## src/rtl/i2c_pkg.sv

```systemverilog
// Shared types and constants for the I2C transaction arbiter.
// State encoding and bus widths used across the arbiter slice.
package i2c_pkg;

  typedef enum logic [1:0] {
    IDLE   = 2'd0,
    LAUNCH = 2'd1,
    WAIT   = 2'd2,
    RESP   = 2'd3
  } state_t;

  localparam int I2C_ADDR_W  = 7;
  localparam int I2C_DATA_W  = 16;
  localparam int DEF_TIMEOUT = 1000;
  localparam int DEF_CNT_W   = 10;

endpackage

```

## src/rtl/rr_arb2.sv

```systemverilog
// Two-input round-robin arbiter with a last-grant pointer.
// GNT is the index of the winner; UPD commits it as last served.
module rr_arb2 (
  input  logic CLK,
  input  logic RESET,
  input  logic VALID0,
  input  logic VALID1,
  input  logic UPD,
  output logic GNT
);

  logic last;

  // A tie goes to the port not served last.
  always_comb begin
    GNT = VALID1;
    if (VALID0 && VALID1)
      GNT = ~last;
  end

  always_ff @(posedge CLK) begin
    if (!RESET)
      last <= 1'b1;
    else if (UPD)
      last <= GNT;
  end

endmodule

```

## src/rtl/i2c_txn_arbiter.sv

```systemverilog
// Shares one I2C master between a host port and a poll port,
// with round-robin grant and a WAIT-state watchdog.
module i2c_txn_arbiter
  import i2c_pkg::*;
#(
  parameter int TIMEOUT = DEF_TIMEOUT,
  parameter int CNT_W   = DEF_CNT_W
) (
  input  logic                  CLK,
  input  logic                  RESET,
  input  logic                  REQ0_VALID,
  input  logic                  REQ0_RNW,
  input  logic [I2C_ADDR_W-1:0] REQ0_ADDR,
  input  logic [I2C_DATA_W-1:0] REQ0_WDATA,
  output logic                  REQ0_READY,
  output logic                  REQ0_DONE,
  input  logic                  REQ1_VALID,
  input  logic                  REQ1_RNW,
  input  logic [I2C_ADDR_W-1:0] REQ1_ADDR,
  input  logic [I2C_DATA_W-1:0] REQ1_WDATA,
  output logic                  REQ1_READY,
  output logic                  REQ1_DONE,
  output logic [I2C_DATA_W-1:0] RSP_RDATA,
  output logic                  RSP_ERR,
  output logic                  START_STB,
  output logic                  RNW,
  output logic [I2C_ADDR_W-1:0] I2C_ADDR,
  output logic [I2C_DATA_W-1:0] WR_DATA,
  input  logic                  I2C_DONE,
  input  logic [I2C_DATA_W-1:0] I2C_RD_DATA,
  output logic                  BUSY
);

  localparam logic [CNT_W-1:0] WD_LAST =
    CNT_W'(TIMEOUT - 1);

  state_t           state;
  state_t           state_nxt;
  logic             gnt;
  logic             gnt_q;
  logic             arb_upd;
  logic             finish;
  logic             wd_hit;
  logic [CNT_W-1:0] wd;

  rr_arb2 u_arb (
    .CLK    (CLK),
    .RESET  (RESET),
    .VALID0 (REQ0_VALID),
    .VALID1 (REQ1_VALID),
    .UPD    (arb_upd),
    .GNT    (gnt)
  );

  assign wd_hit = (wd == WD_LAST);
  assign finish = (state == WAIT) &&
                  (state_nxt == RESP);

  always_comb begin
    state_nxt = state;
    arb_upd   = 1'b0;
    unique case (state)
      IDLE: begin
        if (REQ0_VALID || REQ1_VALID) begin
          state_nxt = LAUNCH;
          arb_upd   = 1'b1;
        end
      end
      LAUNCH: state_nxt = WAIT;
      WAIT: begin
        if (I2C_DONE || wd_hit)
          state_nxt = RESP;
      end
      RESP: state_nxt = IDLE;
    endcase
  end

  always_ff @(posedge CLK) begin
    if (!RESET)
      state <= IDLE;
    else
      state <= state_nxt;
  end

  always_ff @(posedge CLK) begin
    if (!RESET) begin
      gnt_q      <= 1'b0;
      wd         <= '0;
      BUSY       <= 1'b0;
      START_STB  <= 1'b0;
      REQ0_READY <= 1'b0;
      REQ1_READY <= 1'b0;
      REQ0_DONE  <= 1'b0;
      REQ1_DONE  <= 1'b0;
      RNW        <= 1'b0;
      I2C_ADDR   <= '0;
      WR_DATA    <= '0;
      RSP_RDATA  <= '0;
      RSP_ERR    <= 1'b0;
    end else begin
      BUSY       <= (state_nxt != IDLE);
      START_STB  <= arb_upd;
      REQ0_READY <= arb_upd && !gnt;
      REQ1_READY <= arb_upd && gnt;
      REQ0_DONE  <= finish && !gnt_q;
      REQ1_DONE  <= finish && gnt_q;
      if (arb_upd) begin
        gnt_q    <= gnt;
        RNW      <= gnt ? REQ1_RNW   : REQ0_RNW;
        I2C_ADDR <= gnt ? REQ1_ADDR  : REQ0_ADDR;
        WR_DATA  <= gnt ? REQ1_WDATA : REQ0_WDATA;
      end
      // Counter stops at WD_LAST; RESP is taken first.
      if (state == LAUNCH)
        wd <= '0;
      else if (state == WAIT && !wd_hit)
        wd <= wd + 1'b1;
      // A completion on the last watchdog cycle beats the timeout.
      if (finish) begin
        RSP_ERR   <= !I2C_DONE;
        RSP_RDATA <= (I2C_DONE && RNW) ?
                     I2C_RD_DATA : '0;
      end
    end
  end

endmodule

```

## config.mk

```make
export PLATFORM = sky130hd
export DESIGN_NAME = i2c_txn_arbiter
export DESIGN_NICKNAME = d
export VERILOG_FILES = /design/src/rtl/i2c_pkg.sv /design/src/rtl/rr_arb2.sv /design/src/rtl/i2c_txn_arbiter.sv
export SDC_FILE = /design/constraint.sdc
export NUM_CORES = 1
export LEC_CHECK = 0
export ABC_AREA = 1
export BUFFER_PORTS_ARGS = -buffer_cell sky130_fd_sc_hd__clkbuf_2
export CORE_ASPECT_RATIO = 1.5
export CORE_MARGIN = 8
export CORE_UTILIZATION = 47
export DETAILED_ROUTE_END_ITERATION = 10
export HOLD_SLACK_MARGIN = 0.02
export PLACE_DENSITY = 0.77
export SLEW_MARGIN = 40
export SYNTH_ARGS = -nofsm -noshare
export SYNTH_HDL_FRONTEND = slang
export SYNTH_SLANG_ARGS = --single-unit
```

## constraint.sdc

```tcl
create_clock -name CLK -period 2.15 [get_ports CLK]
set_clock_uncertainty 0.05 [all_clocks]
set_input_delay 0.43 -clock CLK [delete_from_list [all_inputs] [get_ports CLK]]
set_output_delay 0.43 -clock CLK [all_outputs]
set_load 0.005 [all_outputs]
```

==> run metrics, run 1 <==
r2r setup slk=0.38 ns; vias in the first global route=about 2.8k; pin count of the biggest net entering global routing=29; Post-DP Area=3240 sq um; Peak VDD IR=0.560 mV; DR WL/cell=12.4 um; Post-Syn Instances=370; core region area=5410 sq um; Crit. End Element=register; Die ar.=slightly above 8000 sq um; Synth Cell Area=2620 sq um; fin. max-slew vios=0; total power=approximately 3.2 mW; worst hold start=REQ0_ADDR[1]; post-synthesis sequential area ratio=46.6%; Placed Instances=approximately 550; FF+latch count, synth=61; post-route setup TNS=0 ns; unique cell type count in the Yosys netlist=23; Die Height=107 um; Final Cycle Share=82.2%; cts hold-fix bufs=0; Max clock buf depth=2; Worst-path clk slew=0.07 ns; share of layout cells above drive strength 1=28.7%; vias per cell=4.85; FMAX=0.566 GHz; Ports=116; GRT Overall Usage=17.3%; crit path kind=register to register; DRT iter0 DRCs=about 180; CTS tree=built; first-pass GRT wire length=11.9 mm; via count=2,721; post-DP HPWL=around 5.5 mm; # rows=33; commonest cells after routing, fill and taps aside=nand2_1, clkbuf_2, dfxtp_1; Mean Syn Cell Area=~7.1 sq um; final wirelength=a little under 7 mm; Worst setup SP type=register; Fin. Hold Viols=0; final core utilization=63.9%; initial antenna violation count=0; remaining antenna violation count=0; Critical Path Source=state[0]; measured slew at the worst slew-check pin=0.476 ns; Initial Util=approximately half; Clock Root Buffer=clkbuf_8; Slew HR=68.2%; total gr overflow=0; H-tree Lvls=3; synthesis-to-layout area growth=31.8%; max-cap violations=0; crit path DAT=1.98 ns; antenna diode instance count=0; PD cells=926 nW/um^2; Placer Congestion=0.822; status=completed; input/output buffers=115; worst r2r src=state[0]; Post-Layout Cell Count=561; CTS buffer count=9; Worst EP required=around 2.4 ns; clk sinks=between 60 and 70; Pleak=about 1.7 nW; Synth Warn #=0; Skew-Pair Late Insertion Delay=between 0.3 and 0.4 ns; Worst Path Max Fanout=19; Die X=77.0 um; RSZ-0062 raised after global routing=no; first-pass detailed-route iteration total=4; commonest non-fill, non-tap cell in the layout=nand2_1; Nets=560; syn_nets=444; cell area after layout=about 3500 sq um; min Tclk post-route=roughly 1.8 ns; DR DRC count=0; Final Setup Violations=0; Worst Hold Class=input pin to register
## critical path, stage by stage, from the launching register on
cell	delay, ns
dfxtp_1	0.33
inv_1	0.13
ha_1	0.18
inv_1	0.06
nor2_2	0.13
inv_2	0.11
a21oi_4	0.41
a22oi_1	0.15
a21oi_1	0.14
## where the power goes
part           leakage (nW)  internal, mW  switching (mW)
Sequential            0.498          1.27          0.0752
Clock                 0.107         0.647           0.420
Combinational          1.11         0.311           0.472
Total                  1.71          2.23           0.967
## kinds of logic after synthesis
| family | Yosys count | synth area share (%) |
|---|---|---|
| adder cells (fa/ha/maj) | 5 | 2.39 |
| XOR/XNOR | 2 | 0.668 |
| AND/OR/NAND/NOR | 205 | 31.3 |
| buffers and inverters | 47 | 7.92 |
| AO/OA/AOI/OAI | 50 | 11.1 |
| flip-flops | 61 | 46.6 |
## state kept, by name (all words and copies together), names as in the netlist
register and count:
RSP_RDATA 16, WR_DATA 16, wd 10, I2C_ADDR 7
state 2, BUSY 1, REQ0_DONE 1, REQ0_READY 1
REQ1_DONE 1, REQ1_READY 1, RNW 1, RSP_ERR 1
START_STB 1, gnt_q 1, u_arb.last 1
## worst paths after layout
check                              endpoint  cells after the start
worst max register to register          RNW                      8
worst min register to register    REQ0_DONE                      1
worst max-delay path                    RNW                      8
worst min-delay path            I2C_ADDR[1]                      3
## synthesized netlist by cell type
cell type  instances  area share, %
nor3b_1            1           0.29
xnor2_1            2           0.67
buf_6              3            1.3
o21a_1             1           0.29
a31oi_1           16            3.8
nor2_2             1           0.24
nand2_2            1           0.24
a22oi_1            3           0.86
dfxtp_1           61             47
inv_2              1           0.14
nor3_1             1           0.19
nand3_1           31            5.9
a21oi_4            1           0.62
clkbuf_1           6           0.86
inv_1             29            4.2
nand4_1            1           0.24
buf_2              7            1.3
o21ai_0            4           0.76
nor2_1            37            5.3
buf_1              1           0.14
nand2_1          132             19
a21oi_1           25            4.8
ha_1               5            2.4
## metrics by stage
step / setup WS [ns] / hold slack [ns]
after global placement: 0.221 / 0.363
after CTS: 0.146 / 0.235
after floorplan: 0.588 / 0.351
final: 0.383 / 0.248
after detailed placement: 0.153 / 0.365
after global routing: 0.0302 / 0.245
## routing by layer
layer	wire, um	vias up	track usage [%]	part of all wire (%)
met4	127	0	8.94	1.8
met2	3580	96	31.2	51
met1	2620	1195	16.4	38
met5	0	-	0	0
met3	622	14	7.36	9.0
li1	-	1416	-	-
## what timing repair did
item / CTS / global route
resized for setup: 0 / 2
setup endpoints to repair: 0 / 5
buffers inserted: 0 / 0
## cell type report
cell class / instances / area [sq um]
Clock inverter: 5 / 75.1
Clock buffer: 11 / 131
Timing Repair Buffer: 122 / 628
Sequential cell: 61 / 1220
Multi-Input combinational cell: 262 / 1200
Fill cell: 518 / 1950
Tap cell: 70 / 87.6
Inverter: 30 / 113
Note: power is estimated with default switching activity, not from simulation.
==> inputs of run 2 (changes only) <==
--- a/config.mk
+++ b/config.mk
@@ -9,10 +9,10 @@
 export BUFFER_PORTS_ARGS = -buffer_cell sky130_fd_sc_hd__clkbuf_2
 export CORE_ASPECT_RATIO = 1.5
 export CORE_MARGIN = 8
-export CORE_UTILIZATION = 47
+export CORE_UTILIZATION = 42
 export DETAILED_ROUTE_END_ITERATION = 10
 export HOLD_SLACK_MARGIN = 0.02
-export PLACE_DENSITY = 0.77
+export PLACE_DENSITY = 0.72
 export SLEW_MARGIN = 40
 export SYNTH_ARGS = -nofsm -noshare
 export SYNTH_HDL_FRONTEND = slang
==> constraint.sdc (replaced) <==
create_clock -name CLK -period 1.54 [get_ports CLK]
set_clock_uncertainty 0.05 [all_clocks]
set_input_delay 0.308 -clock CLK [delete_from_list [all_inputs] [get_ports CLK]]
set_output_delay 0.308 -clock CLK [all_outputs]
set_load 0.005 [all_outputs]
==> run 2 against run 1 <==
  * The run now ends with setup timing left
  * Maximum frequency rose by 14%
  * Via count rose by 5.2%
  * Register-to-register slack got worse by 0.40 ns
  * Sequential power rose by 41%
  * Critical path type unchanged
  * Design area rose by 11%
==> run metrics, run 2 (same netlist as run 1, synthesis figures left out) <==
status=finished, violations left; failing checks=setup timing; CTS buffer count=9 (unchanged); Fill cells=506 (-2.3%); DR WL/cell=13.4 um (+8.5%); Skew-Pair Late Insertion Delay=0.32 ns (about the same); input/output buffers=115 (unchanged); WHS Endpoint=I2C_ADDR[1]; total gr overflow=0 (unchanged); Hold Slack=0.130 ns (-0.118 ns); antenna diode instance count=0 (unchanged); FMAX=0.643 GHz (+14%); H-tree Lvls=3 (unchanged); Ports=116 (unchanged); vias per cell=4.93 (+1.7%); DRT iter0 DRCs=153 (-14%); Die Height=113 um (+4.9%); measured slew at the worst slew-check pin=0.400 ns (-0.0762 ns); Fin. Hold Viols=0 (unchanged); RSZ-0062 raised after global routing=yes; r2r setup slk=-0.01 ns (-0.40 ns); synthesis-to-layout area growth=46.8%; worst r2r src=state[0]; CTS tree=built; remaining antenna violation count=0 (unchanged); core region area=6090 sq um (+13%); hold path depth=3 (unchanged); GRT Overall Usage=16.7% (-0.67 points); Initial Util=43.1% (-5.4 points); pin count of the biggest net entering global routing=29 (unchanged); Final WS setup=-0.0141 ns (-0.397 ns); via count=2,862 (+5.2%); Worst Hold Class=input pin to register; Die X=80.5 um (+4.6%); Peak VDD IR=0.712 mV (+27%); clk sinks=61 (unchanged); crit path DAT=1.75 ns (-0.23 ns); CP bufs+invs=4 (+1); Critical-path top delay cell=dfxtp_2; initial antenna violation count=0 (unchanged); vias in the first global route=2,814 (+0.82%); first-pass GRT wire length=12.1 mm (+1.3%); Max clock buf depth=2 (unchanged); delay of the slowest critical-path stage=0.34 ns (-0.07 ns); critical-path cell list=inv_4 -> ha_4 -> inv_2 -> nor2_4 -> clkinv_4 -> a21oi_4 -> clkbuf_16 -> a22oi_1 -> a21oi_1; CP top delay family=compound AO/OA/AOI/OAI gates; Crit. End Element=register; DR DRC count=0 (unchanged); Nets=576 (+2.9%); share of layout cells above drive strength 1=36.6% (+7.8 points); Worst EP required=1.74 ns (-0.62 ns); final wirelength=7.79 mm (+12%); commonest cells after routing, fill and taps aside=nand2_1, clkbuf_2, dfxtp_1; Placer Congestion=0.872 (+6.0%); Top Registers=RSP_RDATA (16), WR_DATA (16), wd (10); first-pass detailed-route iteration total=4 (unchanged); Worst-path clk slew=0.06 ns (about the same); Worst R2R Path Depth=9 (+1); worst hold start=REQ0_ADDR[1]; # rows=35 (+6.1%); Worst Path Max Fanout=5 (-14); worst r2r dst=I2C_ADDR[2]; PD cells=1350 nW/um^2 (+45%); Die ar.=9080 sq um (+9.7%); fin. max-slew vios=0 (unchanged); Final Cycle Share=101% (+19 points); Worst setup SP type=register; crit path kind=register to register; final core utilization=63.2% (-0.66 points); Final Setup Violations=1 (+1); Slew HR=73.3% (+5.1 points); post-DP HPWL=5.70 mm (+3.6%); min Tclk post-route=1.55 ns (-0.213 ns); Pleak=1.86 nW (+8.6%); max-cap violations=0 (unchanged); commonest non-fill, non-tap cell in the layout=nand2_1; Clock Root Buffer=clkbuf_8; cts hold-fix bufs=0 (unchanged)
## run 2: metrics by stage
step / cell area (sq um) / setup TNS [ns] / power (mW) / std cells / worst slack (ns)
2_1_floorplan: 2620 / 0 / 2.61 / 370 / 0.0570
3_3_place_gp: 3360 / 0 / 3.11 / 557 / 0.0680
3_5_place_dp: 3360 / 0 / 3.13 / 557 / 0.00618
4_1_cts: 3610 / 0 / 4.88 / 572 / 0.0110
5_1_grt: 3850 / -2.01 / 5.48 / 580 / -0.110
6_report: 3850 / -0.0141 / 5.18 / 580 / -0.0141
## run 2: repair_timing
| action | CTS | global route |
|---|---|---|
| buffers inserted | 0 | 3 |
| endpoints found under the setup margin | 1 | 52 |
| pin swaps | 0 | 9 |
| gates resized for setup | 1 | 35 |
| cloned | 0 | 5 |
## run 2: power by group
group          switching, mW  internal, mW  total, mW
combinational          0.803         0.746       1.55
clock                  0.584          1.15       1.74
sequential             0.113          1.78       1.90
total                   1.50          3.68       5.18
## run 2: per-layer routing
layer,up-vias,wire [um],GRT usage [%]
met5,-,0,0
met4,0,136,8.90
met3,10,596,6.75
met2,100,4230,28.2
met1,1310,2830,16.7
li1,1442,-,-
## run 2: worst max-delay path by stage
stage	from	end	slack [ns]	depth (start not counted)
final	state[0]	I2C_ADDR[2]	-0.01	9
after global routing	wd[1]	RSP_RDATA[11]	-0.11	11
after CTS	state[0]	I2C_ADDR[6]	0.01	9
after detailed placement	state[0]	RNW	0.006	9
after global placement	state[0]	RNW	0.07	9
after floorplan	state[0]	RSP_RDATA[3]	0.06	8
## run 2: tightest hold or removal path, delay by kind of cell
kind	cells	cell delay, ns
and+or+nand+nor	2	0.09
buffers and inverters	1	0.08
## run 2: area by class of cell
type | count | area (sq um) | share of cell area, %
clock buffer | 11 | 151 | 3.93
clock inverter | 4 | 95.1 | 2.47
inverter | 30 | 120 | 3.12
multi-input combinational | 262 | 1290 | 33.5
sequential | 61 | 1230 | 31.9
tap | 74 | 92.6 | 2.41
timing repair buffer | 138 | 872 | 22.7
==> inputs of run 3 (changes only) <==
--- a/config.mk
+++ b/config.mk
@@ -13,6 +13,7 @@
 export DETAILED_ROUTE_END_ITERATION = 10
 export HOLD_SLACK_MARGIN = 0.02
 export PLACE_DENSITY = 0.72
+export REMOVE_ABC_BUFFERS = 1
 export SLEW_MARGIN = 40
 export SYNTH_ARGS = -nofsm -noshare
 export SYNTH_HDL_FRONTEND = slang
==> run 3 against run 2 <==
  * The flow now finishes without violations
  * Highest routed layer unchanged
  * Sequential power about the same
  * Final cell count increased by 1.9%
  * Register-to-register slack gained 0.04 ns
==> run metrics, run 3 (same netlist as run 1, synthesis figures left out) <==
status=completed; critical-path cell list=inv_2 -> ha_4 -> inv_2 -> nor2_4 -> inv_2 -> a21oi_4 -> clkbuf_16 -> nand2_1 -> a31oi_1; CTS tree=built; Skew-Pair Late Insertion Delay=0.34 ns (+0.02 ns); min Tclk post-route=1.51 ns (-0.0409 ns); Initial Util=43.1% (unchanged); DR DRC count=0 (unchanged); Peak VDD IR=0.652 mV (-8.4%); worst r2r dst=I2C_ADDR[6]; Post-DP Area=3380 sq um (+0.75%); Worst setup SP type=register; pin count of the biggest net entering global routing=21 (-28%); Worst R2R Path Depth=9 (unchanged); Pleak=1.89 nW (+1.9%); worst hold start=REQ0_ADDR[3]; Fin. Hold Viols=0 (unchanged); vias per cell=4.93 (-0.15%); core region area=6090 sq um (unchanged); Placer Congestion=0.898 (+3.0%); # rows=35 (unchanged); Slew HR=74.0% (+0.72 points); Worst-path clk slew=0.07 ns (about the same); cell area after layout=3910 sq um (+1.6%); GRT Overall Usage=16.3% (-0.35 points); Die Height=113 um (unchanged); delay of the slowest critical-path stage=0.33 ns (about the same); first-pass GRT wire length=12.1 mm (+0.11%); hold path depth=3 (unchanged); Crit. End Element=register; share of layout cells above drive strength 1=38.3% (+1.7 points); commonest non-fill, non-tap cell in the layout=nand2_1; Die ar.=9080 sq um (unchanged); max-cap violations=0 (unchanged); CP bufs+invs=4 (unchanged); dpl ws=0.0128 ns (+0.00661 ns); measured slew at the worst slew-check pin=0.389 ns (-0.0108 ns); final wirelength=7.78 mm (-0.18%); most common cell type on the critical path=inv_2; Worst Path Max Fanout=5 (unchanged); DRT iter0 DRCs=132 (-14%); Max clock buf depth=2 (unchanged); cts hold-fix bufs=0 (unchanged); H-tree Lvls=3 (unchanged); Placed Instances=562 (+0.90%); input/output buffers=115 (unchanged); final core utilization=64.2% (+1.0 points); Final WS setup=0.0268 ns (+0.0409 ns); CTS buffer count=9 (unchanged); Worst Hold Class=input pin to register; vias in the first global route=2,839 (+0.89%); synthesis-to-layout area growth=49.2%; FMAX=0.661 GHz (+2.7%); worst r2r src=state[1]; PD cells=1290 nW/um^2 (-4.4%); WHS Endpoint=I2C_ADDR[3]; Critical-path top delay cell=dfxtp_2; via count=2,912 (+1.7%); total gr overflow=0 (unchanged); Post-Layout Cell Count=591 (+1.9%); post-DP HPWL=5.64 mm (-1.0%); total power=5.03 mW (-2.9%); Ports=116 (unchanged); commonest cells after routing, fill and taps aside=nand2_1, clkbuf_2, dfxtp_1; Die X=80.5 um (unchanged); Clock Root Buffer=clkbuf_8; crit path DAT=1.72 ns (-0.03 ns); crit path kind=register to register; DR WL/cell=13.2 um (-2.0%); initial antenna violation count=0 (unchanged); remaining antenna violation count=0 (unchanged); Worst EP required=1.74 ns (about the same); Top Registers=RSP_RDATA (16), WR_DATA (16), wd (10); CP top delay family=buffers and inverters; r2r setup slk=0.03 ns (+0.04 ns); antenna diode instance count=0 (unchanged); RSZ-0062 raised after global routing=yes; clk sinks=61 (unchanged); fin. max-slew vios=0 (unchanged); Nets=586 (+1.7%); first-pass detailed-route iteration total=4 (unchanged); Final Cycle Share=98.3% (-2.7 points); Final Setup Violations=0 (-1)
run 3: per-layer routing:
metal	track usage [%]	vias up	part of all wire, %	wire, um
met4	7.32	0	1.8	138
met1	18.5	1301	40	3090
li1	-	1473	-	-
met2	25.3	125	50	3890
met3	7.22	13	8.5	661
met5	0	-	0	0
run 3: worst min-delay path: stages:
cell	delay (ns)
clkbuf_2	0.08
nand2_1	0.04
nand3_1	0.05
run 3: worst max-delay path by stage:
stage | cells after the start | from | end
5_1_grt | 9 | wd[2] | wd[9]
6_report | 9 | state[1] | I2C_ADDR[6]
3_3_place_gp | 10 | wd[0] | RSP_RDATA[9]
2_1_floorplan | 8 | state[0] | I2C_ADDR[1]
3_5_place_dp | 11 | wd[0] | RSP_RDATA[15]
4_1_cts | 10 | wd[0] | RSP_RDATA[14]
run 3: final cells by class:
cell class                      count  area, sq um
Clock buffer                       11          151
Clock inverter                      5         58.8
Fill cell                         520         2180
Inverter                           30          115
Multi-Input combinational cell    262         1300
Sequential cell                    61         1230
Tap cell                           74         92.6
Timing Repair Buffer              148          965
run 3: metrics by stage:
stage | hold slack, ns | TNS (ns)
floorplan | 0.327 | -5.25
global route | 0.104 | -0.261
detailed placement | 0.382 | 0
finish | 0.118 | 0
global placement | 0.354 | 0
CTS | 0.102 | 0
run 3: where the power goes:
group          internal [mW]  total (mW)  switching (mW)
sequential              1.78        1.89           0.112
combinational          0.828        1.66           0.827
clock                  0.835        1.48           0.647
total                   3.44        5.03            1.59
run 3: timing repair:
item / 4_1_cts / 5_1_grt
cloned: 0 / 5
gates resized for setup: 1 / 44
setup buffers: 0 / 8
setup endpoints to repair: 1 / 51
pin swaps: 0 / 9
